`src/rtl/dot_feeder.sv`:
```
// Byte-stream packer feeding a dot-product unit: loads a row and a column vector, issues them,
// then hands the returned sum downstream on valid/ready. Optional WAIT timeout via DOT_TIMEOUT_EN.
module dot_feeder #(
    parameter int N       = 32,
    parameter int W       = 8,
    parameter int TIMEOUT = 16
) (
    input  logic                clk,
    input  logic                rst,
    input  logic                in_axiiv,
    input  logic [W-1:0]        in_axiid,
    output logic                in_ready,
    output logic [N-1:0][W-1:0] row1,
    output logic [N-1:0][W-1:0] col2,
    output logic                axiov,
    input  logic                res_axiiv,
    input  logic [W-1:0]        res_axiid,
    output logic                out_axiov,
    output logic [W-1:0]        out_axiod,
    input  logic                out_ready,
    output logic                busy,
    output logic                err
);

    localparam int CW = (N > 1) ? $clog2(N) : 1;

    if (N < 1 || TIMEOUT < 1) begin : g_bad_params
        $error("dot_feeder: N and TIMEOUT must be at least 1");
    end

    typedef enum logic [2:0] {LOAD_ROW, LOAD_COL, ISSUE, WAIT, SEND} state_t;

    state_t        state, state_next;
    logic [CW-1:0] cnt;
    logic          take, last, timeout_hit;

    assign take = in_axiiv && in_ready;
    assign last = (cnt == CW'(N - 1));

    always_ff @(posedge clk) begin
        if (rst) state <= LOAD_ROW;
        else     state <= state_next;
    end

    always_comb begin
        state_next = state;
        axiov      = 1'b0;
        out_axiov  = 1'b0;
        busy       = 1'b1;
        case (state)
            LOAD_ROW: begin
                busy = 1'b0;
                if (take && last) state_next = LOAD_COL;
            end
            LOAD_COL: if (take && last) state_next = ISSUE;
            ISSUE: begin
                axiov      = 1'b1;
                state_next = WAIT;
            end
            // A result on the final permitted cycle beats the timeout.
            WAIT: begin
                if (res_axiiv)        state_next = SEND;
                else if (timeout_hit) state_next = LOAD_ROW;
            end
            SEND: begin
                out_axiov = 1'b1;
                if (out_ready) state_next = LOAD_ROW;
            end
            default: state_next = LOAD_ROW;
        endcase
    end

    // in_ready is registered from the next state so it drops right after the last byte.
    always_ff @(posedge clk) begin
        if (rst) begin
            cnt       <= '0;
            in_ready  <= 1'b0;
            row1      <= '0;
            col2      <= '0;
            out_axiod <= '0;
        end else begin
            in_ready <= (state_next == LOAD_ROW) || (state_next == LOAD_COL);
            if (take) begin
                if (state == LOAD_ROW) row1[cnt] <= in_axiid;
                else                   col2[cnt] <= in_axiid;
                cnt <= last ? '0 : cnt + 1'b1;
            end
            if (state == WAIT && res_axiiv) out_axiod <= res_axiid;
        end
    end

`ifdef DOT_TIMEOUT_EN
    localparam int TW = $clog2(TIMEOUT + 1);

    logic [TW-1:0] wait_cnt;
    logic          err_q;

    assign timeout_hit = (state == WAIT) && !res_axiiv && (wait_cnt == TW'(TIMEOUT - 1));
    assign err         = err_q;

    always_ff @(posedge clk) begin
        if (rst) begin
            wait_cnt <= '0;
            err_q    <= 1'b0;
        end else begin
            wait_cnt <= (state == WAIT) ? wait_cnt + 1'b1 : '0;
            if (timeout_hit) err_q <= 1'b1;
        end
    end
`else
    assign timeout_hit = 1'b0;
    assign err         = 1'b0;
`endif

endmodule

```
`config.mk`:
```
export PLATFORM = sky130hd
export DESIGN_NAME = dot_feeder
export DESIGN_NICKNAME = d
export VERILOG_FILES = /design/src/rtl/dot_feeder.sv
export SDC_FILE = /design/constraint.sdc
export NUM_CORES = 1
export LEC_CHECK = 0
export BUFFER_PORTS_ARGS = -buffer_cell sky130_fd_sc_hd__buf_2
export CAP_MARGIN = 20
export CORE_MARGIN = 8
export CORE_UTILIZATION = 55
export CTS_BUF_LIST = sky130_fd_sc_hd__clkbuf_8
export CTS_CLUSTER_DIAMETER = 60
export DETAILED_ROUTE_END_ITERATION = 6
export PLACE_DENSITY = 0.86
export SYNTH_ARGS = -nofsm -noshare
export SYNTH_HDL_FRONTEND = slang
export SYNTH_SLANG_ARGS = --single-unit
```
`constraint.sdc`:
```
create_clock -name clk -period 3.8 [get_ports clk]
set_input_delay 0.76 -clock clk [delete_from_list [all_inputs] [get_ports clk]]
set_output_delay 0.76 -clock clk [all_outputs]
set_load 0.02 [all_outputs]
```
======== Word level (Yosys, flattened, before mapping) ========
Cells that the tools add are included.
operators by class
  shifts and indexed selects .............. 0
  divide/modulo/power cells ............... 0
  multiply operators ...................... 0
  equality and inequality tests ........... 6
  $lt $le $gt $ge ......................... 2
  bitwise gates (word level) .............. 1
  muxes and demuxes ....................... 13
  add/subtract/negate cells ............... 1
  reductions and logical operators ........ 9
operators by type and width
  kind                 count
  $bwmux 256           2
  $demux 8 s5          1
  $pmux 3 s5           1
  $mux 3               4
  $mux 8               1
  $eq 3x1->1 const B   2
  $eq 3x2->1 const B   2
  $logic_not 3->1      2
  $lt 5x6->1 const B   1
  $add 5x1->5 const B  1
  $eq 5x5->1 const B   1
  $ge 5x1->1 const B   1
  $mux 5               1
  $logic_and 1x1->1    4
  $reduce_and 2->1     2
  $eq 3x3->1 const B   1
  $mux 1               3
  $logic_or 1x1->1     1
  $not 1->1            1
storage, ports and cells
  input port bits ......................... 21
  ROM bits ................................ 0
  word-level logic and storage cells ...... 100
  memories kept ........................... 0
  flip-flop bits (word level) ............. 529
  memory bits (writable) .................. 0
  output and inout port bits .............. 525
  bits in latches ......................... 0

======== Logic depth before layout (Yosys ltp) ========
Gate-level depths: netlist of run 1.
  depth in word-level cells ............... 6
  depth in mapped cells ................... 8
  gate-level depth less buffers ........... 6

======== Least setup slack after synthesis of run 1 ========
No wires, ideal clock.
  path type ............................... register to register
  from .................................... reg cnt[0]
  to ...................................... reg cnt[2]
  setup time .............................. 70 ps
  arrival ................................. 2,014 ps
  path slack .............................. 1,716 ps
  data required time ...................... 3,730 ps
  period minus slack after synthesis ...... 2,084 ps
  buffers on the path ..................... 1
  stages on the path, launching flop included .. 7
  path through ............................ dfxtp_1 -> ha_1 -> clkbuf_1 -> and3_1 -> ha_1 -> or4b_2 -> a21oi_1
between the ends
  word-level cells in the longest chain between the ends .. 2
  elaborated cells on any way between the ends .. 3
  those cells by class .................... 1 x add/sub; 1 x eq/ne; 1 x mux
RTL lines
  what                                              RTL line  source
  start: declaration                                34        logic [CW-1:0] cnt;
  start signal: assignment                          86        cnt <= last ? '0 : cnt + 1'b1;
  $add 5x1->5 / $eq 5x5->1 (equally long branches)  86, 38
  $mux 5 *                                          86
Mark *: on every way between the ends. The rest lies on a longest branch, timed or not.
A chain may end at the register's enable or synchronous reset.

======== Final worst setup path of run 1 ========
  from .................................... reg state[2]
  to ...................................... out out_axiov
between the ends
  word-level cells in the longest chain between the ends .. 2
RTL lines
  what                      RTL line  source
  start: declaration        33        state_t state, state_next;
  start signal: assignment  42        else state <= state_next;
  $eq 3x3->1                50        case (state)
  $mux 1                    50
  end: declaration          18        output logic out_axiov,
Every way passes these cells.

==> reports/metrics.cfg, run 1 <==
[cts]
cts_tree=done
cts_max_level=3
clk_pin_slew_ps=60
cts.repair.resized=0
cts.path.max_buffers=3
cts_buffers=84
insertion_delay_ps=640
postCtsSetupBuffers=0
clockRootBuffer=clkbuf_8
cts.sinks=529
postCtsHoldBufs=0

[floorplan]
start_util=0.555
ios=546
die_h_um=210
core_area_mm2=0.0374
die_w_um=210
num_rows=71
die-area_mm2=0.0442

[layout]
final_common_cell=buf_2
final_layout_size_suffix_gt1_frac=0.318
final_cell_mix=buf_2 (543), dfxtp_1 (529), nand2b_1 (513)
area_delta_synth_final_pct=23.5
nets=2392
design_area_mm2=0.0257
final_cells=2947
fill_cells=2710

[status]
outcome=finished clean

[synthesis]
syn_area_mm2=0.0208
synth_edf_count=0
yosysSeqAreaShare=0.510
async_reset_ff_frac=0
yosysWarnings=0
ys_ff_latch=529
synth_area_per_cell_um2=11.1
synth_cell_type_count=31
synth_flop_cell=dfxtp_1
synth_cells=1863
syn_nets=1889

[timing]
postLayoutSetupSlackWorst_ps=1300
whs_ps=370
fmax_mhz=401
rsz0062_at_grt=no
tns_ps=0
slew_headroom=0.351
finalMaxSlewViolations=0
hold_viol_final=0
clock_skew_ps=26.0
tightestPinTransition_ps=969
setup_violations=0
fin_crit_sh=0.657
post-route-min-period_ps=2500

[worst_setup_path]
cpPeakStageDelay_ps=510
cp_cell_sequence=nor3b_1, buf_2
worst_setup_path_start_kind=flip-flop
path_max_fanout=9
cp.required_ps=3040
r2r_cells=3
critPathKind=flip-flop to output pin
cp_slowest_cell=dfxtp_1
endpoint_kind=output pin
cp.arrival_ps=1740

[drt]
dr.pass1.iters=5
wl_per_cell_um=21.8
vias=15600
wirelength_um=64400
detail-route-antenna-nets=0
drc=0
drtIter0Drc=942
viasPerCell=5.29

[power_and_ir_drop]
p_leak_nw=14.4
power-per-cell-area_mw_per_mm2=432
ir_drop_v=0.000360

[placement]
dpl-instance-area_mm2=0.0238
dpl_worst_slack_ps=1280
gp_congestion=0.818
dp.cells=2791
io_buffer_count=544
hpwl_um=43200

[global_routing]
grt_pass1_wl_um=96600
grt_pass1_vias=16400
grt_max_degree=249
grt_overflow=0
antenna_found_initial=3
grt_util_all_layers=0.278

[run]
drv_cap=0

[hold_path]
hold_class=input port to flip-flop
holdPathStages=3

-- state kept, by name (all words and copies together) (netlist names) --
register and cells:
col2 256, cnt 5, state 3, row1 256, out_axiod 8, in_ready 1
-- metal layers --
metal	part of all wire	global-route usage
met4	0.051	0.157
met3	0.089	0.0934
met2	0.47	0.465
met1	0.39	0.309
met5	0.00020	0
-- power breakdown --
| group | switching [mW] | internal (mW) |
|---|---|---|
| Clock | 2.25 | 2.89 |
| Combinational | 0.238 | 0.142 |
| Sequential | 0.00700 | 5.55 |
| Total | 2.49 | 8.58 |
-- kinds of logic (layout without fill, tap and decap cells) --
kind of cell | after synthesis | after routing | share of synthesized area
muxes | 512 | 512 | 0.247
adders and majority gates | 5 | 5 | 0.00301
DFF | 529 | 529 | 0.510
buffers and inverters | 154 | 726 | 0.0310
other | 1 | 2 | 0.000181
and+or+nand+nor | 639 | 639 | 0.203
AOI/OAI and AO/OA | 23 | 23 | 0.00627
-- final timing paths --
| kind | startpoint | endpoint | slack (ps) |
|---|---|---|---|
| setup reg to reg | cnt[2]$_SDFFE_PP0P_ | col2[46]$_SDFFE_PP0P_ | 1490 |
| hold / removal | res_axiid[6] | out_axiod[6]$_SDFFE_PP0P_ | 370 |
| setup / recovery | state[2]$_SDFF_PP0_ | out_axiov | 1300 |
| hold reg to reg | out_axiod[3]$_SDFFE_PP0P_ | out_axiod[3]$_SDFFE_PP0P_ | 460 |
-- critical path, delay by kind of cell (launching register included) --
family	cells	cell delay (ps)
flip-flops	1	510
AND/OR/NAND/NOR	1	350
buffers and inverters	1	260
-- cell usage after synthesis (2+ instances only) --
cell / n / share of area
nand3_1: 5 / 0.0012
o21ai_0: 3 / 0.00072
and3b_1: 3 / 0.0013
nand3_2: 63 / 0.030
a211oi_1: 2 / 0.00072
buf_4: 7 / 0.0025
nor2_1: 3 / 0.00054
dfxtp_1: 529 / 0.51
buf_1: 16 / 0.0029
buf_2: 32 / 0.0077
nor3b_1: 5 / 0.0018
and3_1: 8 / 0.0024
ha_1: 5 / 0.0030
nand2_1: 22 / 0.0040
nand2b_1: 521 / 0.16
clkbuf_1: 94 / 0.017
inv_1: 5 / 0.00090
mux2i_1: 512 / 0.25
nor3_4: 2 / 0.0016
a21oi_1: 15 / 0.0036
-- stage by stage --
step / power, mW / utilization
2_1_floorplan: 5.93 / -
5_1_grt: 11.4 / 0.686
3_3_place_gp: 6.05 / 0.637
4_1_cts: 11.1 / 0.686
6_report: 11.1 / 0.686
3_5_place_dp: 6.06 / 0.637
-- layout make-up --
cell class                      instances  area, um^2  share of cell area
Clock buffer                          114        1570              0.0612
Timing Repair Buffer                  566        3000               0.117
Clock inverter                         41         263              0.0102
Antenna cell                            1        2.50           0.0000976
Tap cell                              511         639              0.0249
Inverter                                5        18.8            0.000732
Sequential cell                       529       10600               0.413
Multi-Input combinational cell       1180        9570               0.373
No activity file was read; power rests on OpenSTA's default activity.
==> run 2: changes to the inputs <==
Settings changed: CORE_UTILIZATION 55 to 49, PLACE_DENSITY 0.86 to 0.81.
Clock period 3.8 ns to 2.2 ns, I/O delays scaled along.
==> reports/metrics.cfg, run 2 (synthesis results as in run 1) <==
[drt]
vias=15800  ; +1.4%
route.met3.wl_um=4750  ; -17%
dr.pass1.iters=7  ; +2
wl_per_cell_um=22.3  ; +1.9%
viasPerCell=5.27  ; -0.38%
wirelength_um=66800  ; +3.7%
wl_met2_um=31600  ; +3.7%
top_layer_used=met4
drc=0  ; unchanged
detail-route-antenna-nets=0  ; unchanged
drtIter0Drc=1102  ; +17%
drt-met1-wl_um=27600  ; +11%

[layout]
final_layout_size_suffix_gt1_frac=0.324  ; +0.00571
num_antenna_cells=0  ; -1
final_cells=2999  ; +1.8%
nets=2423  ; +1.3%
largest_registers=col2 x256, row1 x256, out_axiod x8
area_delta_synth_final_pct=24.9
final_cell_mix=buf_2 (543), dfxtp_1 (528), nand2b_1 (513)
final_common_cell=buf_2

[timing]
post-route-min-period_ps=2110
fmax_mhz=473
setup_violations=0  ; unchanged
tightestPinTransition_ps=583  ; -386 ps
fin_crit_sh=0.961
rsz0062_at_grt=no
tns_ps=0  ; unchanged
clock_skew_ps=28.9  ; +2.85 ps
postLayoutSetupSlackWorst_ps=85.6  ; -1220 ps
finalMaxSlewViolations=0  ; unchanged
hold_viol_final=0  ; unchanged
slew_headroom=0.610  ; +0.259

[global_routing]
grt_pass1_wl_um=101000  ; +5.0%
grt_max_degree=103  ; -59%
antenna_found_initial=1  ; -2
grt_pass1_vias=16800  ; +2.2%
grt_overflow=0  ; unchanged
grt_util_all_layers=0.260  ; -0.0182

[worst_setup_path]
reg2reg_slack_ps=200  ; -1290 ps
r2r-start=cnt[2]$_SDFFE_PP0P_
cp_cell_sequence=nor3_4, buf_12, inv_1, buf_2
critPathKind=flip-flop to output pin
cp_top_family=flip-flops
cp_num_buf_inv=3  ; +2
cp.required_ps=1760  ; -1280 ps
r2r_cells=4  ; +1
worst_setup_path_start_kind=flip-flop
cp_slowest_cell=dfxtp_1
timing.rr.end=col2[229]$_SDFFE_PP0P_
cpPeakStageDelay_ps=430  ; -80 ps
path_max_fanout=12  ; +3
cp.arrival_ps=1670  ; -70 ps
endpoint_kind=output pin

[cts]
clockRootBuffer=clkbuf_8
insertion_delay_ps=630  ; about the same
cts.sinks=529  ; unchanged
cts.path.max_buffers=3  ; unchanged
cts_buffers=84  ; unchanged
cts_max_level=3  ; unchanged
clk_pin_slew_ps=60  ; about the same
cts_tree=done

[placement]
dp.cells=2843  ; +1.9%
hpwl_um=45200  ; +4.7%
io_buffer_count=544  ; unchanged
dpl_worst_slack_ps=125  ; -1160 ps
gp_congestion=0.812  ; -0.70%

[floorplan]
die_w_um=222  ; +5.5%
die_h_um=222  ; +5.5%
num_rows=75  ; +5.6%
ios=546  ; unchanged
die-area_mm2=0.0492  ; +11%
start_util=0.496  ; -0.0591
core_area_mm2=0.0419  ; +12%

[hold_path]
hold_end=out_axiod[5]$_SDFFE_PP0P_
holdPathStages=3  ; unchanged
hold_class=input port to flip-flop
min_from=res_axiid[5]

[power_and_ir_drop]
ir_drop_v=0.000487  ; +35%
power-per-cell-area_mw_per_mm2=719  ; +67%
p_leak_nw=14.6  ; +1.0%
finalPower_mw=18.7  ; +68%

[status]
outcome=finished clean

[run]
drv_cap=0  ; unchanged

-- run 2: cell types whose count changed in the layout (fill, tap and decap cells not counted), sizes merged --
cell	previous run	this run
dlygate4sd3	0	4
bufinv	3	1
buf	566	592
inv	33	34
bufbuf	0	1
clkinv	9	10
clkbuf	114	105
clkinvlp	1	4
diode	1	0
-- run 2: how the worst max path moves through the flow --
stage / end / startpoint / cells after the start
after floorplan: cnt[2]$_SDFFE_PP0P_ / cnt[0]$_SDFFE_PP0P_ / 6
after global placement: row1[16]$_SDFFE_PP0P_ / in_axiiv / 4
after detailed placement: row1[115]$_SDFFE_PP0P_ / in_axiiv / 4
after CTS: busy / state[2]$_SDFF_PP0_ / 4
after global routing: out_axiov / state[2]$_SDFF_PP0_ / 2
final: busy / state[0]$_SDFF_PP0_ / 4
-- run 2: worst reg2reg max path, delay by kind of cell, from the launching register on --
family                 cells  cell delay [ps]
buffers and inverters      1              240
flip-flops                 1              610
multiplexers               1              290
AND/OR/NAND/NOR            2              790
-- run 2: final cells by class --
cell class / instances / area, um^2
fillers: 3345 / 15900
flip-flops and latches: 529 / 10600
multi-input cells: 1180 / 9580
repair buffers: 597 / 3390
clock buffers: 105 / 1450
well taps: 539 / 674
clock inverters: 44 / 233
inverters: 5 / 18.8
-- run 2: what timing repair did --
action / in CTS / in global routing
gates cloned: 1 / 0
endpoints found under the setup margin: 3 / 2
gates resized for setup: 5 / 1
hold endpoints to repair: 4 / 0
buffers inserted: 1 / 1
pin swaps: 1 / 1
hold buffers: 4 / 0
-- run 2: metal layers --
metal,up-vias,global-route usage
met5,-,0
met2,605,0.432
li1,7269,-
met1,7776,0.308
met3,159,0.0741
met4,0,0.122
-- run 2: report_power, final --
group	switching, mW	leakage (nW)	internal [mW]
combinational	0.437	9.35	0.278
clock	3.91	0.962	4.43
sequential	0.0118	4.26	9.59
-- run 2: per-stage QoR --
step | utilization | hold WS (ps) | cell area [um^2]
finish | 0.620 | 61.3 | 25900
global route | 0.620 | 28.4 | 25900
CTS | 0.619 | 0.0192 | 25900
detailed placement | 0.577 | 448 | 24100
global placement | 0.577 | 441 | 24100
floorplan | - | 494 | 20800
==> run 3: changes to the inputs <==
Clock period 2.2 ns to 1.88 ns, I/O delays scaled along.
==> reports/metrics.cfg, run 3 (synthesis results as in run 1) <==
[status]
outcome=finished, violations left
violations=negative setup slack

[timing]
setup_violations=2  ; +2
rsz0062_at_grt=yes
tns_ps=-41.1  ; -41.1 ps
post-route-min-period_ps=1910
finalMaxSlewViolations=0  ; unchanged
postLayoutSetupSlackWorst_ps=-34.1  ; -120 ps
fmax_mhz=522
fin_crit_sh=1.02
hold_viol_final=0  ; unchanged
clock_skew_ps=18.9  ; -9.98 ps

[drt]
wl_per_cell_um=21.6  ; -3.1%
viasPerCell=5.23  ; -0.78%
drc=0  ; unchanged
wirelength_um=65300  ; -2.1%
dr.pass1.iters=5  ; -2
vias=15800  ; +0.18%
detail-route-antenna-nets=0  ; unchanged
drtIter0Drc=1079  ; -2.1%

[global_routing]
grt_max_degree=122  ; +18%
grt_pass1_wl_um=99300  ; -2.1%
grt_overflow=0  ; unchanged
antenna_found_initial=0  ; -1
grt_use_met3=0.0856  ; +0.0115
grtUsageMet1=0.286  ; -0.0218
busiest_layer=met2
grt_pass1_vias=16700  ; -0.23%
met2_usage=0.436  ; +0.00389
grt_util_all_layers=0.253  ; -0.00654

[power_and_ir_drop]
power-per-cell-area_mw_per_mm2=839  ; +17%
seqPwrFrac=0.508  ; -0.007
pwr-share-comb=0.039  ; about the same
clockPowerShare=0.453  ; +0.006
ir_drop_v=0.000643  ; +32%
p_sw_mw=4.97  ; +14%
p_sw_frac=0.225  ; -0.00904
p_int_mw=17.1  ; +20%
p_leak_nw=14.8  ; +1.4%

[layout]
final_common_cell=buf_2
num_antenna_cells=0  ; unchanged
final_layout_size_suffix_gt1_frac=0.332  ; +0.00868
area_delta_synth_final_pct=26.9
nets=2457  ; +1.4%
largest_registers=col2 x256, row1 x256, out_axiod x8
final_cell_mix=buf_2 (541), dfxtp_1 (524), nand2b_1 (513)
utilization=0.630  ; +0.0102

[worst_setup_path]
cp.required_ps=1500  ; -260 ps
path_max_fanout=6  ; -6
endpoint_kind=output pin
critPathKind=flip-flop to output pin
worst_setup_path_start_kind=flip-flop
cp.arrival_ps=1540  ; -130 ps

[cts]
clockRootBuffer=clkbuf_8
insertion_delay_ps=630  ; about the same
cts.sinks=529  ; unchanged
cts_buffers=85  ; +1.2%
cts_max_level=3  ; unchanged
cts_tree=done
clk_pin_slew_ps=70  ; about the same
cts.path.max_buffers=3  ; unchanged

[floorplan]
num_rows=75  ; unchanged
ios=546  ; unchanged
die_h_um=222  ; unchanged
die-area_mm2=0.0492  ; unchanged
die_w_um=222  ; unchanged
start_util=0.496  ; unchanged
core_area_mm2=0.0419  ; unchanged

[hold_path]
hold_class=input port to flip-flop

[placement]
io_buffer_count=544  ; unchanged
hpwl_um=45200  ; about the same
gp_congestion=0.817  ; +0.63%

[run]
drv_cap=0  ; unchanged

run 3: per-layer routing:
metal  vias to the layer above  share of wire
met5                         -              0
met2                       572           0.48
met3                       131          0.077
met1                      7805           0.40
met4                         0          0.036
li1                       7329              -
run 3: path summary, 6_finish.rpt:
kind / startpoint / end / slack, ps / cells after the start
setup / recovery: state[1]$_SDFF_PP0_ / busy / -30 / 4
hold / removal: res_axiiv / state[1]$_SDFF_PP0_ / 70 / 4
setup reg to reg: cnt[4]$_SDFFE_PP0P_ / col2[139]$_SDFFE_PP0P_ / 100 / 4
hold reg to reg: out_axiod[5]$_SDFFE_PP0P_ / out_axiod[5]$_SDFFE_PP0P_ / 460 / 2
run 3: cell type report:
cell class	count	area (um^2)
Sequential cell	529	10600
Clock inverter	36	221
Multi-Input combinational cell	1180	9650
Fill cell	3258	15500
Inverter	5	21.3
Tap cell	539	674
Timing Repair Buffer	630	3690
Clock buffer	109	1500
run 3: critical path, cell delays in order (launching register included):
cell     delay, ps
dfxtp_4        370
nor3_4         230
buf_12         160
inv_4           30
buf_6          120
run 3: repair_timing:
item / CTS / global route
cloned: 1 / 0
gates resized for setup: 9 / 16
setup buffers: 1 / 17
pin swaps: 1 / 2
setup endpoints to repair: 67 / 38
hold endpoints to repair: 9 / 0
hold buffers: 9 / 0
run 3: through the flow:
step                      hold WS (ps)  instance area (um^2)  setup WS, ps  cells  power [mW]
final                             71.4                 26400         -34.1   3028        22.1
after detailed placement           447                 24300          -224   2855        12.3
after global placement             439                 24300          -138   2855        12.3
after global routing              75.2                 26400          -111   3028        22.8
after floorplan                    497                 20800          2.70   1863        12.0
after CTS                         19.5                 26100          -227   3011        22.3
run 3: power groups by stage:
| stage | Sequential (mW) | Combinational, mW | Clock (mW) |
|---|---|---|---|
| after global placement | 11.5 | 0.823 | 0 |
| after detailed placement | 11.5 | 0.832 | 0 |
| after CTS | 11.2 | 0.850 | 10.2 |
| final | 11.2 | 0.861 | 10.0 |
| after global routing | 11.2 | 0.896 | 10.7 |
| after floorplan | 11.5 | 0.493 | 0 |
